[config.mk]
export PLATFORM = sky130hd
export DESIGN_NAME = control_sequencer
export DESIGN_NICKNAME = d
export VERILOG_FILES = /design/src/rtl/control_sequencer.sv
export SDC_FILE = /design/constraint.sdc
export NUM_CORES = 1
export LEC_CHECK = 0
export ABC_AREA = 1
export BUFFER_PORTS_ARGS = -buffer_cell sky130_fd_sc_hd__buf_4
export CAP_MARGIN = 5
export CORE_MARGIN = 10
export CORE_UTILIZATION = 25
export DETAILED_ROUTE_END_ITERATION = 10
export PLACE_DENSITY = 0.51
export RECOVER_POWER = 25
export SYNTH_ARGS = -nofsm -noshare
export SYNTH_HDL_FRONTEND = slang
export SYNTH_SLANG_ARGS = --single-unit
[constraint.sdc]
create_clock -name clk -period 1.4 [get_ports clk]
set_input_delay 0.21 -clock clk [delete_from_list [all_inputs] [get_ports clk]]
set_output_delay 0.21 -clock clk [all_outputs]
set_load 0.01 [all_outputs]
[src/rtl/control_sequencer.sv]
// Five-stage instruction control sequencer with a retired-instruction counter.
// Stages: FETCH, DECODE, EXECUTE, WRITEBACK, OUTPUT.
module control_sequencer #(
    parameter int CNT_W = 8
) (
    input  logic             clk,
    input  logic             rst,
    input  logic             ena,
    input  logic [7:0]       instr_in,
    input  logic             instr_valid,
    output logic             instr_ready,
    input  logic             out_ready,
    output logic             out_valid,
    output logic [2:0]       state,
    output logic [7:0]       instruction,
    output logic             illegal_op,
    output logic [CNT_W-1:0] retired_cnt
);

    typedef enum logic [2:0] {
        FETCH     = 3'b000,
        DECODE    = 3'b001,
        EXECUTE   = 3'b010,
        WRITEBACK = 3'b011,
        OUTPUT    = 3'b100
    } state_t;

    state_t           state_q, state_d;
    logic [7:0]       instr_q, instr_d;
    logic [CNT_W-1:0] cnt_q, cnt_d;
    logic             ill_q, ill_d;
    logic             is_nop, is_load, is_illegal;
    logic             hs;

    assign instr_ready = (state_q == FETCH) && ena && !rst;
    assign out_valid   = (state_q == OUTPUT);
    assign hs          = instr_valid && instr_ready;
    assign state       = state_q;
    assign instruction = instr_q;
    assign illegal_op  = ill_q;
    assign retired_cnt = cnt_q;

    // Anything not NOP, LOAD or illegal is an R/O-type needing OUTPUT
    always_comb begin
        is_nop     = (instr_q == 8'h00);
        is_load    = (instr_q[3:0] == 4'hA);
        is_illegal = 1'b0;
        case (instr_q[3:0])
            4'h0:                is_illegal = (instr_q[7:4] != 4'h0);
            4'h9, 4'hE, 4'hF:    is_illegal = 1'b1;
            default:             is_illegal = 1'b0;
        endcase
    end

    always_comb begin
        state_d = state_q;
        instr_d = instr_q;
        cnt_d   = cnt_q;
        ill_d   = 1'b0;
        if (ena) begin
            case (state_q)
                FETCH: begin
                    if (hs) begin
                        instr_d = instr_in;
                        state_d = DECODE;
                    end
                end
                DECODE: begin
                    if (is_nop) begin
                        state_d = FETCH;
                        cnt_d   = cnt_q + CNT_W'(1);
                    end else if (is_illegal) begin
                        state_d = FETCH;
                        ill_d   = 1'b1;
                    end else begin
                        state_d = EXECUTE;
                    end
                end
                EXECUTE: state_d = WRITEBACK;
                WRITEBACK: begin
                    if (is_load) begin
                        state_d = FETCH;
                        cnt_d   = cnt_q + CNT_W'(1);
                    end else begin
                        state_d = OUTPUT;
                    end
                end
                OUTPUT: begin
                    if (out_ready) begin
                        state_d = FETCH;
                        cnt_d   = cnt_q + CNT_W'(1);
                    end
                end
                default: state_d = FETCH;
            endcase
        end
    end

    always_ff @(posedge clk or posedge rst) begin
        if (rst) begin
            state_q <= FETCH;
            instr_q <= 8'h00;
            cnt_q   <= '0;
            ill_q   <= 1'b0;
        end else begin
            state_q <= state_d;
            instr_q <= instr_d;
            cnt_q   <= cnt_d;
            ill_q   <= ill_d;
        end
    end

endmodule

==> results.md, run 1 <==
- PD cells: between 1500 and 2000 mW/mm²
- Clock tree root buffer cell: sky130_fd_sc_hd__clkbuf_8
- Sink Count: 20
- Number of global-route vias before repair: approximately 1200
- Sum of net half-perimeters after detailed placement: ~2400 µm
- Final cell count without fillers: ~260
- RD Place Congestion: ~0.82
- Post-layout total power: between 3 and 4 mW
- Worst Setup Path Type: register to primary output
- Cell Area, Synth: roughly 0.0011 mm²
- Flip-flop and latch count after synthesis: 20
- Leak pwr: approximately 0.95 nW
- Pin count of the biggest net entering global routing: 21
- First drt pass iteration count: 4
- Post-route DRC violation count: 0
- Slack of the critical path: -0.0865 ns
- Final Routed Wirelength: 3380 µm
- Worst Path Max Fanout: 2
- Post-route setup TNS: -0.250 ns
- Non-Filler Cell Area, Final: between 0.0015 and 0.002 mm²
- Min-Delay Endpoint: instruction[4]$_DFFE_PP0P_
- Global-route wire length before repair: 5670 µm
- Worst Min Path Start: instr_in[4]
- Classification of the worst-slack hold path: primary input to register
- Total overflow reported by the global router: 0
- DRC violation total after the first TritonRoute iteration: 51
- FF-to-FF End: retired_cnt[1]$_DFFE_PP0P_
- Std cell rows: 24
- Min cycle time layout: 1.49 ns
- Antenna cell count: 0
- Required time at the worst-slack endpoint: between 1 and 1.5 ns
- Worst-case clock skew: a little under 0.01 ns
- Depth of the most critical reg-to-reg path: 8
- Violated checks: setup timing
- Result of the run: finished with violations
- Worst setup slack for register-to-register paths: -0.03 ns
- Worst rel slew slack: 0.267
- Average footprint of a synthesized cell: 7.41 µm²
- Total Nets Final: roughly 230
- Number of ports placed on the die boundary: 35
- Warnings from Yosys: 0
- Sequential fraction of the synthesis area: 0.439
- Pin slew with the least headroom to its limit: approximately 1.1 ns
- Placed instance area: approximately 0.0015 mm²
- Unrepaired setup endpoints after global routing: true
- Total routing resource utilization after global routing: 0.0898
- Number of buffers created by CTS: 3
- Maximum vdd ir drop: 0.645 mV
- Period utilization: 1.06
- Number of setup violations in the final report: 9
- Core outline area: between 0.004 and 0.005 mm²
- Detailed-route via count: between 1000 and 1500
- CTS H-tree lvls: 1
- Die W: 87.6 µm
- Worst endpoint data arrival time: between 1 and 1.5 ns
- Effective utilization at floorplan: 0.260
- Post-synth cell types: 21
- Critical Path Start Type: register
- Number of max-slew violations in the final report: 0
- Maximum clock path buffer count: 2
- Clk Latency, worst-skew pair: between 0.2 and 0.3 ns
- Remaining antenna violation count: 0
- Initial antenna violation count: 0
- Port-buffer cells: 34
- Post-CTS clock slew at the launch and capture registers of the worst setup and hold paths: ~0.08 ns
- TritonCTS clock tree: done
- Syn Nets: 168
- Average vias per placed instance: between 4 and 5
- Count of cells along the worst hold path: 3
- Final routed wire length divided by cell count: roughly 13 µm
- Die area: between 0.007 and 0.008 mm²
- Fraction of layout instances using a drive strength above 1: 0.390
- Die H: roughly 88 µm
- Kind of end point of the critical path: primary output
- Final hold vios: 0
- Area Overhead vs Synth: 54.6%
- Startpoint of the lowest-slack register-to-register path: state[2]$_DFFE_PP0P_
- Synthesized instance count: 154
- MaxCap Viol Count: 0
- Peak clock frequency supported by timing: approximately 670 MHz
- Worst slack at placement: around 0.054 ns
- Number of placed instances with taps included: 248
routing by layer:
metal,part of all wire,track usage
met1,0.47,0.120
met2,0.47,0.138
met3,0.051,0.0204
met4,0.012,0.0304
met5,0,0
repair_timing:
item | 4_1_cts | 5_1_grt
endpoints found under the hold margin | 0 | 0
gates resized for setup | 7 | 16
pin swaps | 3 | 9
endpoints found under the setup margin | 1 | 22
buffers inserted | 7 | 6
hold buffers | 0 | 0
critical path: stages (launching register included):
cell and delay (ns):
sky130_fd_sc_hd__dfrtp_1 0.39, sky130_fd_sc_hd__inv_2 0.07, sky130_fd_sc_hd__buf_6 0.10, sky130_fd_sc_hd__nand3_4 0.09, sky130_fd_sc_hd__nor3_4 0.16, sky130_fd_sc_hd__buf_6 0.13
sky130_fd_sc_hd__buf_6 0.09
worst max path at each step:
stage / startpoint / end
finish: state[2]$_DFFE_PP0P_ / instr_ready
global route: state[2]$_DFFE_PP0P_ / instr_ready
CTS: state[2]$_DFFE_PP0P_ / instr_ready
detailed placement: instruction[0]$_DFFE_PP0P_ / retired_cnt[1]$_DFFE_PP0P_
global placement: instruction[0]$_DFFE_PP0P_ / retired_cnt[3]$_DFFE_PP0P_
floorplan: state[0]$_DFFE_PP0P_ / instruction[2]$_DFFE_PP0P_
Yosys cell counts:
master                      n  area [µm²]
sky130_fd_sc_hd__a21oi_1    1        5.00
sky130_fd_sc_hd__clkbuf_2   1        5.00
sky130_fd_sc_hd__dfrtp_1   20         500
sky130_fd_sc_hd__ha_1       1        12.5
sky130_fd_sc_hd__inv_1     11        41.3
sky130_fd_sc_hd__inv_2      4        15.0
sky130_fd_sc_hd__nand2_1   62         233
sky130_fd_sc_hd__nand2_2    3        18.8
sky130_fd_sc_hd__nand2_4    2        22.5
sky130_fd_sc_hd__nand3_1   25         125
sky130_fd_sc_hd__nand3_2    1        10.0
sky130_fd_sc_hd__nand3b_1   2        15.0
sky130_fd_sc_hd__nand4_1    2        12.5
sky130_fd_sc_hd__nor2_1    11        41.3
sky130_fd_sc_hd__nor2_2     1        6.26
sky130_fd_sc_hd__nor2_4     1        11.3
sky130_fd_sc_hd__nor3_4     1        16.3
sky130_fd_sc_hd__nor3b_1    1        7.51
sky130_fd_sc_hd__o21ai_4    1        16.3
sky130_fd_sc_hd__xnor2_1    1        8.76
sky130_fd_sc_hd__xor2_1     2        17.5
kinds of logic after synthesis:
| family | synth area share |
|---|---|
| XOR/XNOR | 0.0230 |
| AO/OA/AOI/OAI | 0.0186 |
| adder cells (fa/ha/maj) | 0.0110 |
| buffers and inverters | 0.0537 |
| flip-flops | 0.439 |
| AND/OR/NAND/NOR | 0.455 |
metrics by stage:
stage           util  hold WS, ns
2_1_floorplan      -        0.174
3_3_place_gp   0.350        0.303
3_5_place_dp   0.350        0.302
4_1_cts        0.386       0.0157
5_1_grt        0.402        0.190
6_report       0.402        0.180
final cells by class:
cell class / count / area, µm²
Sequential cell: 20 / 500
Inverter: 15 / 56.3
Fill cell: 472 / 2620
Clock buffer: 3 / 41.3
Timing Repair Buffer: 53 / 425
Tap cell: 52 / 65.1
Multi-Input combinational cell: 118 / 646
Clock inverter: 1 / 30.0
report_power, final:
group          switching [mW]  internal [mW]
combinational           0.860          0.775
clock                   0.197          0.382
sequential              0.209          0.759
total                    1.27           1.92
cell usage in the layout (no fill, tap or decap), drive strengths merged, types with 2 or more instances in the layout:
cell type  netlist  routed
buf              0      52
clkbuf           1       4
dfrtp           20      20
inv             15      15
nand2           67      67
nand3           26      26
nand3b           2       2
nand4            2       2
nor2            13      13
xor2             2       2
state kept, by name, indices dropped and copies added (netlist names):
register,flops
illegal_op,1
instruction,8
retired_cnt,8
state,3
Note: power is estimated with default switching activity, not from simulation.
==> inputs of run 2 (changes only) <==
==> constraint.sdc (replaced) <==
create_clock -name clk -period 1.4 [get_ports clk]
set_input_delay 0.14 -clock clk [delete_from_list [all_inputs] [get_ports clk]]
set_output_delay 0.14 -clock clk [all_outputs]
set_load 0.01 [all_outputs]
==> results.md, run 2 (synthesis results as in run 1) <==
- Result of the run: finished with violations
- Violated checks: setup timing
- First drt pass iteration count: 4
- Unrepaired setup endpoints after global routing: true
- Min-Delay Endpoint: instruction[7]$_DFFE_PP0P_
- Wire length on met2: about 1500 µm
- Post-CTS clock slew at the launch and capture registers of the worst setup and hold paths: roughly 0.070 ns
- Post-route setup TNS: -0.0682 ns
- Min cycle time layout: around 1.4 ns
- DRC violation total after the first TritonRoute iteration: 42
- Die H: approximately 90 µm
- Placed instance area: around 0.0015 mm²
- Area Overhead vs Synth: 52.4%
- Clock tree root buffer cell: sky130_fd_sc_hd__clkbuf_8
- Port-buffer cells: 34
- Pin slew with the least headroom to its limit: 0.514 ns
- Final hold vios: 0
- Initial antenna violation count: 0
- Global-route wire length before repair: 5600 µm
- MaxCap Viol Count: 0
- Number of placed instances with taps included: about 250
- Total Nets Final: around 220
- Post-layout total power: approximately 3.0 mW
- Period utilization: 1.03
- Classification of the worst-slack hold path: primary input to register
- Number of max-slew violations in the final report: 0
- Worst slack at placement: approximately 0.058 ns
- Maximum vdd ir drop: about 0.62 mV
- TritonCTS clock tree: done
- Required time at the worst-slack endpoint: 1.26 ns
- Routed length on met3: roughly 160 µm
- Worst Setup Path Type: register to primary output
- Fraction of layout instances using a drive strength above 1: 0.388
- Worst Path Max Fanout: 3
- Total overflow reported by the global router: 0
- Count of filler cells inserted in the layout: 461
- Slack of the critical path: -0.0454 ns
- Critical Path Start Type: register
- Kind of end point of the critical path: primary output
- Total routing resource utilization after global routing: 0.0901
- Detailed-route via count: about 1200
- Met1 WL: around 1600 µm
- Leak pwr: 0.942 nW
- Sink Count: 20
- Peak clock frequency supported by timing: just under 700 MHz
- Startpoint of the lowest-slack register-to-register path: state[2]$_DFFE_PP0P_
- CTS H-tree lvls: 1
- Number of global-route vias before repair: 1128
- Number of ports placed on the die boundary: 35
- Worst rel slew slack: 0.657
- Final cell count without fillers: 261
- Post-route DRC violation count: 0
- Most frequent cells in the layout: sky130_fd_sc_hd__nand2_1 (54), sky130_fd_sc_hd__buf_4 (44), sky130_fd_sc_hd__nand3_1 (24)
- Number of setup violations in the final report: 3
- Number of buffers created by CTS: 3
- Worst setup slack for register-to-register paths: -0.02 ns
- Pin count of the biggest net entering global routing: 21
- Worst-case clock skew: 0.000954 ns
- RD Place Congestion: 0.840
- Core outline area: about 0.0044 mm²
- Effective utilization at floorplan: 0.260
- Clk Latency, worst-skew pair: 0.26 ns
- Final routed wire length divided by cell count: between 10 and 15 µm
- Worst endpoint data arrival time: 1.31 ns
- Std cell rows: 24
- FF-to-FF End: retired_cnt[1]$_DFFE_PP0P_
- Non-Filler Cell Area, Final: between 0.0015 and 0.002 mm²
- Topmost layer with routed signal wires: met4
- Remaining antenna violation count: 0
- Die W: between 80 and 90 µm
- Maximum clock path buffer count: 2
- Die area: between 0.007 and 0.008 mm²
- Final Routed Wirelength: roughly 3300 µm
- Sum of net half-perimeters after detailed placement: ~2300 µm
- PD cells: roughly 1700 mW/mm²
- Average vias per placed instance: roughly 4.4
- Antenna cell count: 0
- Depth of the most critical reg-to-reg path: 10
- Count of cells along the worst hold path: 3
- Most frequent standard cell in the layout excluding fill and tap cells: sky130_fd_sc_hd__nand2_1
- Worst Min Path Start: instr_in[7]
run 2: worst max path at each step:
stage                         startpoint                         end  slack, ns  depth (start not counted)
floorplan           state[0]$_DFFE_PP0P_  instruction[2]$_DFFE_PP0P_       0.08                          6
detailed placement  state[0]$_DFFE_PP0P_  retired_cnt[3]$_DFFE_PP0P_       0.06                          8
finish              state[2]$_DFFE_PP0P_                 instr_ready      -0.05                          6
global placement    state[0]$_DFFE_PP0P_  retired_cnt[1]$_DFFE_PP0P_       0.07                          8
global route        state[2]$_DFFE_PP0P_  retired_cnt[1]$_DFFE_PP0P_      -0.14                         10
CTS                 state[2]$_DFFE_PP0P_                 instr_ready      -0.07                          6
run 2: stage by stage:
step	utilization	hold WS, ns
6_report	0.397	0.104
5_1_grt	0.397	0.110
4_1_cts	0.380	0.102
3_5_place_dp	0.352	0.229
3_3_place_gp	0.352	0.232
2_1_floorplan	-	0.104
run 2: worst max-delay path, stage by stage, from the launching register on:
cell and delay [ns]:
sky130_fd_sc_hd__dfrtp_1 0.40, sky130_fd_sc_hd__inv_2 0.08, sky130_fd_sc_hd__buf_6 0.10, sky130_fd_sc_hd__nand3_4 0.08, sky130_fd_sc_hd__nor3_4 0.16, sky130_fd_sc_hd__buf_12 0.13
sky130_fd_sc_hd__buf_6 0.09
run 2: power by group:
part / switching (mW) / internal, mW
sequential: 0.201 / 0.763
clock: 0.189 / 0.250
combinational: 0.833 / 0.781
run 2: area by class of cell:
class | instances | area [µm²] | share of cell area
multi-input combinational | 118 | 631 | 0.363
timing repair buffer | 52 | 430 | 0.247
inverter | 15 | 56.3 | 0.0324
clock buffer | 4 | 55.1 | 0.0317
tap | 52 | 65.1 | 0.0374
sequential | 20 | 502 | 0.288
run 2: timing repair:
action	4_1_cts	5_1_grt
buffers inserted	6	4
pin swaps	3	8
hold endpoints to repair	20	0
resized for setup	3	16
hold buffers	1	0
endpoints found under the setup margin	1	21
run 2: metal layers:
metal / vias to the layer above / track usage
met1: 524 / 0.125
met2: 26 / 0.126
met5: - / 0
met3: 3 / 0.0260
met4: 0 / 0.0406
li1: 601 / -
